<file path="src/rtl/digit_entry_editor.sv">
// Digit entry editor: three debounced-by-edge keys edit NUM_DIGITS digits with a blinking cursor.
// Latency: SYNC_STAGES+1 edges from first low key sample to updated outputs; no backpressure.
module digit_entry_editor #(
  parameter int NUM_DIGITS  = 6,
  parameter int RADIX       = 10,
  parameter int SYNC_STAGES = 2,
  parameter int BLINK_DIV   = 25_000_000,
  localparam int PW = ($clog2(NUM_DIGITS) < 1) ? 1 : $clog2(NUM_DIGITS)
) (
  input  logic                    CLOCK_50,
  input  logic                    resetn,
  input  logic                    key_inc,
  input  logic                    key_dec,
  input  logic                    key_adv,
  output logic [4*NUM_DIGITS-1:0] digits,
  output logic [PW-1:0]           pos,
  output logic [3:0]              cur_val,
  output logic [7*NUM_DIGITS-1:0] hex,
  output logic                    done
);

  // Key index: 0 = inc, 1 = dec, 2 = adv
  logic [2:0]                  w_key;
  logic [2:0][SYNC_STAGES-1:0] r_sync;
  logic [2:0]                  r_hist;
  logic [2:0]                  w_lvl;
  logic [2:0]                  w_evt;

  logic [3:0]    r_digit [NUM_DIGITS];
  logic [PW-1:0] r_pos;
  logic          r_done;
  logic          w_phase;

  logic [3:0] w_cur;
  logic [3:0] w_inc_val;
  logic [3:0] w_dec_val;
  logic       w_do_inc;
  logic       w_do_dec;
  logic       w_last;

  assign w_key = {key_adv, key_dec, key_inc};

  // Flops reset to the pressed level so a key held through reset release cannot fire.
  always_ff @(posedge CLOCK_50 or negedge resetn) begin
    if (!resetn) begin
      r_sync <= '0;
      r_hist <= '0;
    end else begin
      for (int k = 0; k < 3; k++) begin
        r_sync[k] <= {r_sync[k][SYNC_STAGES-2:0], w_key[k]};
        r_hist[k] <= r_sync[k][SYNC_STAGES-1];
      end
    end
  end

  always_comb begin
    w_lvl = '0;
    for (int k = 0; k < 3; k++) begin
      w_lvl[k] = r_sync[k][SYNC_STAGES-1];
    end
  end

  assign w_evt = ~w_lvl & r_hist;

  always_comb begin
    w_cur = 4'd0;
    for (int i = 0; i < NUM_DIGITS; i++) begin
      if (r_pos == PW'(i)) begin
        w_cur = r_digit[i];
      end
    end
  end

  // Simultaneous inc and dec cancel out.
  assign w_do_inc  = w_evt[0] & ~w_evt[1];
  assign w_do_dec  = w_evt[1] & ~w_evt[0];
  assign w_inc_val = (w_cur == 4'(RADIX-1)) ? 4'd0 : w_cur + 4'd1;
  assign w_dec_val = (w_cur == 4'd0) ? 4'(RADIX-1) : w_cur - 4'd1;
  assign w_last    = (r_pos == PW'(NUM_DIGITS-1));

  always_ff @(posedge CLOCK_50 or negedge resetn) begin
    if (!resetn) begin
      for (int i = 0; i < NUM_DIGITS; i++) begin
        r_digit[i] <= 4'd0;
      end
    end else begin
      for (int i = 0; i < NUM_DIGITS; i++) begin
        if (r_pos == PW'(i)) begin
          if (w_do_inc) begin
            r_digit[i] <= w_inc_val;
          end else if (w_do_dec) begin
            r_digit[i] <= w_dec_val;
          end
        end
      end
    end
  end

  always_ff @(posedge CLOCK_50 or negedge resetn) begin
    if (!resetn) begin
      r_pos  <= '0;
      r_done <= 1'b0;
    end else begin
      r_done <= w_evt[2] & w_last;
      if (w_evt[2]) begin
        r_pos <= w_last ? '0 : r_pos + PW'(1);
      end
    end
  end

  generate
    if (BLINK_DIV > 0) begin : g_blink
      localparam int BW = (BLINK_DIV > 1) ? $clog2(BLINK_DIV) : 1;
      logic [BW-1:0] r_cnt;
      logic          r_ph;

      // Any press restarts the blink so the cursor is visible right after editing.
      always_ff @(posedge CLOCK_50 or negedge resetn) begin
        if (!resetn) begin
          r_cnt <= '0;
          r_ph  <= 1'b0;
        end else if (|w_evt) begin
          r_cnt <= '0;
          r_ph  <= 1'b0;
        end else if (r_cnt == BW'(BLINK_DIV-1)) begin
          r_cnt <= '0;
          r_ph  <= ~r_ph;
        end else begin
          r_cnt <= r_cnt + BW'(1);
        end
      end

      assign w_phase = r_ph;
    end else begin : g_noblink
      assign w_phase = 1'b0;
    end
  endgenerate

  function automatic logic [6:0] f_seg(input logic [3:0] v);
    logic [6:0] s;
    case (v)
      4'h0:    s = 7'b1000000;
      4'h1:    s = 7'b1111001;
      4'h2:    s = 7'b0100100;
      4'h3:    s = 7'b0110000;
      4'h4:    s = 7'b0011001;
      4'h5:    s = 7'b0010010;
      4'h6:    s = 7'b0000010;
      4'h7:    s = 7'b1111000;
      4'h8:    s = 7'b0000000;
      4'h9:    s = 7'b0010000;
      4'hA:    s = 7'b0001000;
      4'hB:    s = 7'b0000011;
      4'hC:    s = 7'b1000110;
      4'hD:    s = 7'b0100001;
      4'hE:    s = 7'b0000110;
      default: s = 7'b0001110;
    endcase
    return s;
  endfunction

  always_comb begin
    hex    = '1;
    digits = '0;
    for (int i = 0; i < NUM_DIGITS; i++) begin
      digits[4*i +: 4] = r_digit[i];
      if ((r_pos == PW'(i)) && w_phase) begin
        hex[7*i +: 7] = 7'b1111111;
      end else begin
        hex[7*i +: 7] = f_seg(r_digit[i]);
      end
    end
  end

  assign pos     = r_pos;
  assign cur_val = w_cur;
  assign done    = r_done;

endmodule

</file>
<file path="config.mk">
export PLATFORM = sky130hd
export DESIGN_NAME = digit_entry_editor
export DESIGN_NICKNAME = d
export VERILOG_FILES = /design/src/rtl/digit_entry_editor.sv
export SDC_FILE = /design/constraint.sdc
export NUM_CORES = 1
export LEC_CHECK = 0
export CAP_MARGIN = 10
export CORE_UTILIZATION = 44
export CTS_CLUSTER_DIAMETER = 50
export DETAILED_ROUTE_END_ITERATION = 8
export MAX_ROUTING_LAYER = met4
export PLACE_DENSITY = 0.68
export SYNTH_ARGS = -nofsm -noshare
export SYNTH_HDL_FRONTEND = slang
export SYNTH_SLANG_ARGS = --single-unit
</file>
<file path="constraint.sdc">
create_clock -name CLOCK_50 -period 3.5 [get_ports CLOCK_50]
set_clock_uncertainty 0.05 [all_clocks]
set_input_delay 0.7 -clock CLOCK_50 [delete_from_list [all_inputs] [get_ports CLOCK_50]]
set_output_delay 0.7 -clock CLOCK_50 [all_outputs]
set_load 0.1 [all_outputs]
</file>
Word-level counts from Yosys, hierarchy flattened
Memories as Yosys holds them, arrays and structs flattened. Cells that the tools add are included.

Register bits: 63. Bits in read-only memories: 672. Input bits: 5. Memories kept: 6. Output and inout port bits: 74.

Equality and inequality tests: 7. Bitwise operators: 8. Add/subtract/negate cells: 4. Reductions and logical operators: 17. Mux-type cells: 21.

Memories: (name not given) (words 16, width 7, rd ports 1, clocked after Yosys merged registers in 0, wr ports 0, line 141) `case (v)`; (name not given) (words 16, width 7, rd ports 1, clocked after Yosys merged registers in 0, wr ports 0, line 141); (name not given) (words 16, width 7, rd ports 1, clocked after Yosys merged registers in 0, wr ports 0, line 141); (name not given) (words 16, width 7, rd ports 1, clocked after Yosys merged registers in 0, wr ports 0, line 141); (name not given) (words 16, width 7, rd ports 1, clocked after Yosys merged registers in 0, wr ports 0, line 141); (name not given) (words 16, width 7, rd ports 1, clocked after Yosys merged registers in 0, wr ports 0, line 141).

Operator list (count): $mux 25 (2); $mux 7 (6); $mux 4 (10); $add 25x1->25 const B (1); $eq 25x25->1 const B (1); $reduce_and 2->1 (6); $eq 3x2->1 const B (2); $eq 3x3->1 const B (2); $logic_and 1x1->1 (6); $add 4x1->4 const B (1); $eq 4x4->1 const B (1); $logic_not 4->1 (1); $reduce_bool 2->1 (2); $sub 4x1->4 const B (1); $add 3x1->3 const B (1); $and 1x1->1 (3); $and 3x3->3 (1); $eq 3x1->1 const B (1); $logic_not 3->1 (1); $mux 3 (1); $not 1->1 (3); $not 3->3 (1); $reduce_or 3->1 (1); $mux 1 (2).

Depth between registers and ports, before layout
Gate-level depths: netlist (run 1).

Depth after elaboration: 11. Depth in mapped cells: 14.

Worst setup path before layout (run 1)
OpenSTA, ideal clock, no wires.

Path type: register -> output. Start point: register r_digit (netlist bit digits[4]). End point: output port hex[11]. Path slack: -2278 ps. Required time: 2750 ps. Arrival: 5028 ps. Cell stages (with the launch flop): 4. Cells stage by stage: dfrtp_1 > inv_1 > ha_1 > o311ai_0.

Cells in the longest elaborated chain, start to end: 2.

RTL lines: start, declared (line 29) `logic [3:0] r_digit [NUM_DIGITS];`; start signal, assigned by index (line 90) `r_digit[i] <= w_inc_val;`; start signal, assigned by index (line 92) `r_digit[i] <= w_dec_val;`; $mem_v2 16x7; $mux 7 (line 167) `if ((r_pos == PW'(i)) && w_phase) begin`; end, declared (line 18) `output logic [7*NUM_DIGITS-1:0] hex,`.

No other way between the ends.

Worst setup path in the final report (run 1)
Start point: register r_pos[0] (netlist: pos[0]). End point: output port cur_val[0].

Cells in the longest elaborated chain, start to end: 7. Elaborated cells on any way between the ends: 12. Classes of those cells: eq/ne (5); mux (6); reduce/logical (1).

RTL lines: start, declared (line 30) `logic [PW-1:0] r_pos;`; start signal, assigned (line 106) `r_pos <= w_last ? '0 : r_pos + PW'(1);`; $logic_not 3->1 (line 68) `if (r_pos == PW'(i)) begin`; $mux 4 (5 in a row) (line 68); $mux 4 * (line 68); end, declared (line 17) `output logic [3:0] cur_val,`.

Every way passes the cells marked *; elsewhere a longest branch is shown, timed or not.

==> flow_summary.rst, run 1 <==
.. list-table::
   :header-rows: 1

   * - Metric
     - Value
   * - Count of final hold-check violations
     - 0
   * - Adder and majority gate portion of the synthesized area
     - 10.96%
   * - Final setup TNS
     - 0 ns
   * - Synthesized netlist cell count
     - between 500 and 600
   * - Crit Reg-Reg Endpoint
     - digits[3]
   * - TritonRoute pass-1 iters
     - 4
   * - Minimum setup slack in the final design
     - 0.2626 ns
   * - Origin of the worst min-delay path
     - r_sync[0]
   * - Clock transition time at the flip-flop clock pins of the worst setup and hold paths
     - ~0.070 ns
   * - Data required, critical path
     - about 2.8 ns
   * - Final min period
     - approximately 3.2 ns
   * - Crit path arrival time
     - roughly 2.5 ns
   * - Congestion Overflow GR
     - 0
   * - Share of layout cells above drive strength 1
     - between 20% and 30%
   * - Top-level port count
     - just under 80
   * - Post-CTS Hold Fix Bufs
     - 0
   * - Layout Area Growth over Synthesis
     - 30.45%
   * - Pin count of the biggest net entering global routing
     - 35
   * - Initial antenna violation count
     - 0
   * - Final Cell Area
     - approximately 6000 sq um
   * - Total setup buffers inserted after CTS
     - 0
   * - Routability congestion estimate
     - 0.8837
   * - Port buffer count
     - between 70 and 80
   * - Latest clock arrival within the worst-skew pair
     - between 0.3 and 0.4 ns
   * - Xor/xnor cell area share of the yosys netlist
     - around 5.2%
   * - Area inside the core boundary
     - 9910 sq um
   * - Tightest Hold Check Type
     - flip-flop to flip-flop
   * - Die extent in x
     - between 100 and 150 microns
   * - Number of rows created at floorplan
     - 36
   * - Most used cells in the layout excluding fill and tap cells
     - buf_4, nor2_1, nand2_1, ha_1, dfrtp_1
   * - Number of warnings issued by yosys
     - 0
   * - Setup crit start kind
     - flip-flop
   * - Area after DPL
     - between 5000 and 6000 sq um
   * - Detailed Route Iter0 Violations
     - between 200 and 250
   * - Fraction of synthesized area in multiplexers
     - a little over 8%
   * - Count of H-tree levels built during CTS
     - 3
   * - Slew Viols, Final
     - 0
   * - RSZ-0062 raised after global routing
     - false
   * - Slowest Stage Delay on Critical Path
     - a little under 0.6 ns
   * - Clock tree from TritonCTS
     - yes
   * - Via count of the first global-routing pass
     - 3762
   * - Critical path cell sequence
     - inv_1 -> nor2_1 -> ha_1 -> inv_1 -> o21ai_0 -> o22ai_2 -> buf_4 -> buf_12
   * - Number of buffers created by CTS
     - 9
   * - Vias
     - slightly below 4000
   * - DRC errors left
     - 0
   * - Maximum number of buffers from clock root to sink
     - 2
   * - Main combinational cell family by area after synthesis
     - simple AND/OR/NAND/NOR gates
   * - Number of max-cap violations
     - 0
   * - Kind of critical path
     - flip-flop to primary output
   * - Upper clock frequency limit
     - a little over 300 MHz
   * - Post-synth EDFFs
     - 0
   * - Minimum hold slack
     - approximately 0.3 ns
   * - Share of the yosys chip area belonging to registers
     - roughly a third
   * - Initial Util
     - between 40 and 50%
   * - Synthesized netlist net count
     - 548
   * - R2r worst-path depth
     - 10
   * - Standard cell with the maximum stage delay on the critical path
     - dfrtp_4
   * - Worst setup slack for register-to-register paths
     - 0.68 ns
   * - Hold EP
     - r_sync[1]
   * - Depth of the worst hold-timing path
     - 0
   * - Fraction of synthesis flops using an asynchronous set or reset pin
     - 100.0%
   * - Final wirelength
     - between 10000 and 15000 microns
   * - CP Capture Type
     - primary output
   * - GRT Resource Usage Total
     - roughly a fifth
   * - Worst-path maximum fanout
     - 18
   * - Share of synthesized cell area in and, or, nand and nor gates
     - about a fifth
   * - Post-layout net count
     - between 600 and 700
   * - Syn Std Cell Area
     - ~4600 sq um
   * - Global-route wire length before repair
     - around 18000 microns
   * - Status
     - finished clean
   * - Register bit total from synthesis
     - 63
   * - Mean number of vias per cell
     - 5.424
   * - R2R Path Start
     - pos[0]
   * - Post-synthesis compound-gate area fraction
     - 16.85%
   * - Footprint of the multi-input gates
     - ~3000 sq um
   * - Most common library cell in the layout ignoring fill and taps
     - buf_4
   * - Count of antenna diodes in the layout
     - 0
   * - Placement-stage worst setup slack
     - about 0.43 ns
   * - Ys flop type
     - dfrtp_1
   * - Die H
     - 103.9 microns
   * - Synth cell types
     - 52
   * - Drt wl/cell
     - approximately 15 microns
   * - Area taken by flip-flops and latches
     - 1648 sq um
   * - Actual slew at the worst max-slew pin
     - around 1.0 ns
   * - Clock Sink Count
     - between 60 and 70
   * - Post-route antenna net violation count
     - 0
   * - Die area
     - roughly 11000 sq um
   * - Library cell used as clock root buffer
     - clkbuf_8
   * - Half-perimeter wire length after placement
     - between 7000 and 8000 microns
   * - Post-route clock period utilization
     - a little over 90%
   * - Fillers
     - between 800 and 900
   * - Cell repeated most along the worst path
     - inv_1
   * - Syn avg cell area
     - between 9 and 10 sq um
   * - CTS resizes
     - 0
   * - Total of endpoints with negative setup slack in the final report
     - 0
   * - Relative slew margins
     - between 20% and 30%
## area by class of cell
cell class	count	area share, %
multi-input combinational	383	50.42
inverter	35	2.206
tap	133	2.794
clock buffer	10	2.311
timing repair buffer	83	12.65
clock inverter	6	1.954
sequential	63	27.67
## cells in the mapped netlist, types with 2 or more instances
library cell	count	area (sq um)
mux4_2	6	135.1
mux2i_1	19	190.2
o311ai_0	17	148.9
ha_1	40	500.5
and3_1	4	25.02
nor4b_1	3	26.28
a221oi_2	3	45.04
nor4_1	4	25.02
nand2_1	47	176.4
mux2_4	2	30.03
nand4_1	3	18.77
xnor2_1	11	96.34
a21oi_1	17	85.08
inv_1	34	127.6
clkbuf_1	17	63.81
o22ai_1	2	12.51
dfrtp_1	63	1577
buf_2	3	15.01
xor2_1	16	140.1
nor3_2	2	20.02
nor3_1	2	10.01
a21o_1	12	90.09
o21ai_0	11	55.05
nand3_1	20	100.1
o21ai_1	6	30.03
o211ai_1	24	180.2
nor2b_1	3	18.77
nor2_1	66	247.7
nand2b_1	23	143.9
## worst max-delay path by stage
stage	start	endpoint	slack, ns	depth (start not counted)
after floorplan	digits[1]	hex[2]	0.0009	4
after global placement	pos[0]	cur_val[0]	0.48	8
after detailed placement	pos[0]	cur_val[0]	0.43	8
after CTS	pos[0]	cur_val[0]	0.06	8
after global routing	pos[0]	cur_val[0]	0.12	8
final	pos[0]	cur_val[0]	0.26	8
## layer usage
| metal | vias up | global-route usage, % | wire [microns] |
|---|---|---|---|
| met5 | - | - | 0 |
| met4 | 0 | 7.551 | 196 |
| met3 | 20 | 2.381 | 365 |
| met2 | 85 | 34.00 | 5220 |
| met1 | 1859 | 27.78 | 4863 |
| li1 | 1903 | - | - |
## stage by stage
step | util, % | std cells
2_1_floorplan | - | 503
3_3_place_gp | 57.47 | 697
3_5_place_dp | 57.47 | 697
4_1_cts | 60.04 | 713
5_1_grt | 60.10 | 713
6_report | 60.10 | 713
## kinds of logic (layout without fill, tap and decap cells)
logic type | after synthesis | after routing
AO/OA/AOI/OAI | 103 | 103
AND/OR/NAND/NOR | 184 | 184
flip-flops | 63 | 63
adder cells (fa/ha/maj) | 40 | 40
buffers and inverters | 57 | 134
XOR/XNOR | 27 | 27
multiplexers | 29 | 29
## sequential cells by signal (all words and copies together), names as in the netlist
signal	flops
g_blink.r_ph	1
digits	24
r_hist	3
done	1
r_sync	6
g_blink.r_cnt	25
pos	3
## critical path: cells and delay by family, from the launching register on
| family | cells | cell delay (ns) |
|---|---|---|
| AO/OA/AOI/OAI | 2 | 0.49 |
| AND/OR/NAND/NOR | 1 | 0.07 |
| buffers and inverters | 4 | 0.70 |
| flip-flops | 1 | 0.59 |
| adder cells (fa/ha/maj) | 1 | 0.29 |
Power of run 1 is left out: the tool's default activity adds up to more than one toggle a clock period on the data nets, which glitch-free logic cannot reach.
==> run 2, diff against run 1 <==
Settings changed: CAP_MARGIN 10 to unset, PLACE_DENSITY 0.68 to unset, PLACE_DENSITY_LB_ADDON set to 0.2.
==> run 2 against run 1 <==
Effect of this change: die area did not move; highest routed layer unchanged; sequential share of layout area barely moved; worst setup slack got worse by 0.0023 ns; largest cell class unchanged; global-route usage rose by 1.2 points; worst hold slack got worse by 0.0018 ns; core utilization rose by 0.076 points; first-iteration DRC count fell by 27%.
==> flow_summary.rst, run 2 (synthesis gave the netlist of run 1 again) <==
.. list-table::
   :header-rows: 1

   * - Metric
     - Value
   * - Drt wl/cell
     - 15.74 microns (+5.5%)
   * - TritonRoute pass-1 iters
     - 4 (unchanged)
   * - Number of rows created at floorplan
     - 36 (unchanged)
   * - Most flop-heavy register
     - g_blink.r_cnt
   * - R2r worst-path depth
     - 10 (unchanged)
   * - Port buffer count
     - 78 (unchanged)
   * - Status
     - finished clean
   * - Placement-stage worst setup slack
     - 0.3987 ns (-0.03130 ns)
   * - Worst setup slack for register-to-register paths
     - 0.60 ns (-0.08 ns)
   * - Relative slew margins
     - 50.32% (+20 points)
   * - Post-route clock period utilization
     - 92.56% (about the same)
   * - Clock tree from TritonCTS
     - yes
   * - CTS resizes
     - 0 (unchanged)
   * - Area after DPL
     - 5720 sq um (+0.44%)
   * - Number of max-cap violations
     - 0 (unchanged)
   * - Clock Sink Count
     - 63 (unchanged)
   * - Depth of the worst hold-timing path
     - 0 (unchanged)
   * - Upper clock frequency limit
     - 308.7 MHz (about the same)
   * - Final setup TNS
     - 0 ns (unchanged)
   * - Post-route antenna net violation count
     - 0 (unchanged)
   * - Via count of the first global-routing pass
     - 3857 (+2.5%)
   * - Vias
     - 3881 (+0.36%)
   * - Most common library cell in the layout ignoring fill and taps
     - buf_4
   * - Hold EP
     - r_sync[3]
   * - Count of H-tree levels built during CTS
     - 3 (unchanged)
   * - CP Capture Type
     - primary output
   * - Initial antenna violation count
     - 0 (unchanged)
   * - Tightest Hold Check Type
     - flip-flop to flip-flop
   * - Flip-flop count of the largest register after layout
     - 25 (unchanged)
   * - Most used cells in the layout excluding fill and tap cells
     - buf_4, nor2_1, nand2_1, ha_1, dfrtp_1
   * - Maximum number of buffers from clock root to sink
     - 2 (unchanged)
   * - Number of buffers created by CTS
     - 9 (unchanged)
   * - GRT Resource Usage Total
     - 22.38% (+1.2 points)
   * - Routability congestion estimate
     - 0.8754 (-0.94%)
   * - Origin of the worst min-delay path
     - r_sync[2]
   * - Setup crit start kind
     - flip-flop
   * - Die extent in x
     - 103.9 microns (unchanged)
   * - DRC errors left
     - 0 (unchanged)
   * - Pin count of the biggest net entering global routing
     - 34 (-2.9%)
   * - Layout Area Growth over Synthesis
     - 30.61%
   * - Crit Reg-Reg Endpoint
     - digits[11]
   * - Post-CTS Hold Fix Bufs
     - 0 (unchanged)
   * - Slew Viols, Final
     - 0 (unchanged)
   * - Post-layout net count
     - 620 (unchanged)
   * - Top-level port count
     - 79 (unchanged)
   * - Final wirelength
     - 11230 microns (+5.5%)
   * - Actual slew at the worst max-slew pin
     - 0.7452 ns (-0.2964 ns)
   * - Worst-path maximum fanout
     - 18 (unchanged)
   * - Die H
     - 103.9 microns (unchanged)
   * - Area inside the core boundary
     - 9910 sq um (unchanged)
   * - Count of final hold-check violations
     - 0 (unchanged)
   * - Clock transition time at the flip-flop clock pins of the worst setup and hold paths
     - 0.07 ns (about the same)
   * - Library cell used as clock root buffer
     - clkbuf_8
   * - Share of layout cells above drive strength 1
     - 28.62% (-0.17 points)
   * - Initial Util
     - 46.07% (unchanged)
   * - Detailed Route Iter0 Violations
     - 171 (-27%)
   * - Die area
     - 10790 sq um (unchanged)
   * - Total of endpoints with negative setup slack in the final report
     - 0 (unchanged)
   * - Final Cell Area
     - 5963 sq um (+0.13%)
   * - Global-route wire length before repair
     - 18960 microns (+3.4%)
   * - Final min period
     - 3.240 ns (+0.002345 ns)
   * - Total setup buffers inserted after CTS
     - 0 (unchanged)
   * - Minimum setup slack in the final design
     - 0.2603 ns (-0.002345 ns)
   * - Latest clock arrival within the worst-skew pair
     - 0.35 ns (about the same)
   * - Mean number of vias per cell
     - 5.443 (+0.36%)
   * - RSZ-0062 raised after global routing
     - false
   * - Half-perimeter wire length after placement
     - 8239 microns (+4.4%)
   * - Congestion Overflow GR
     - 0 (unchanged)
   * - Data required, critical path
     - 2.75 ns (about the same)
   * - Crit path arrival time
     - 2.49 ns (about the same)
   * - R2R Path Start
     - pos[0]
   * - Kind of critical path
     - flip-flop to primary output
   * - Count of antenna diodes in the layout
     - 0 (unchanged)
run 2: cell types whose count changed in the layout (fill, tap and decap cells not counted), sizes merged:
cell    delta
inv        -1
clkinv     +1
run 2: metal layers:
layer | share of wire [%] | track usage, % | vias to the layer above
met5 | 0 | - | -
met4 | 1.5 | 7.449 | 0
met3 | 3.4 | 3.634 | 11
li1 | - | - | 1905
met1 | 46 | 27.80 | 1878
met2 | 49 | 37.19 | 87
run 2: how the worst max path moves through the flow:
stage	to	slack (ns)	start
6_report	cur_val[0]	0.26	pos[0]
3_5_place_dp	digits[11]	0.40	pos[0]
5_1_grt	cur_val[0]	0.15	pos[0]
3_3_place_gp	cur_val[0]	0.48	pos[0]
2_1_floorplan	hex[2]	0.0009	digits[1]
4_1_cts	cur_val[0]	0.007	pos[0]
run 2: area by class of cell:
cell class | count | area, sq um
Fill cell | 888 | 3946
Tap cell | 133 | 166.4
Multi-Input combinational cell | 383 | 3003
Sequential cell | 63 | 1648
Inverter | 35 | 131.4
Clock inverter | 6 | 108.9
Clock buffer | 10 | 127.6
Timing Repair Buffer | 83 | 778.2
run 2: metrics by stage:
stage | hold WS [ns] | util, % | std cells
3_5_place_dp | 0.2847 | 57.73 | 697
2_1_floorplan | 0.2812 | - | 503
3_3_place_gp | 0.2835 | 57.73 | 697
4_1_cts | 0.3005 | 60.11 | 713
5_1_grt | 0.3079 | 60.18 | 713
6_report | 0.2994 | 60.18 | 713
run 2: critical path, stage by stage (launching register included):
cell and delay [ns]:
dfrtp_4 0.59, inv_1 0.18, nor2_1 0.07, ha_1 0.29, inv_1 0.13, o21ai_0 0.11, o22ai_2 0.51, buf_12 0.25
Power of run 2 is left out for the same reason.
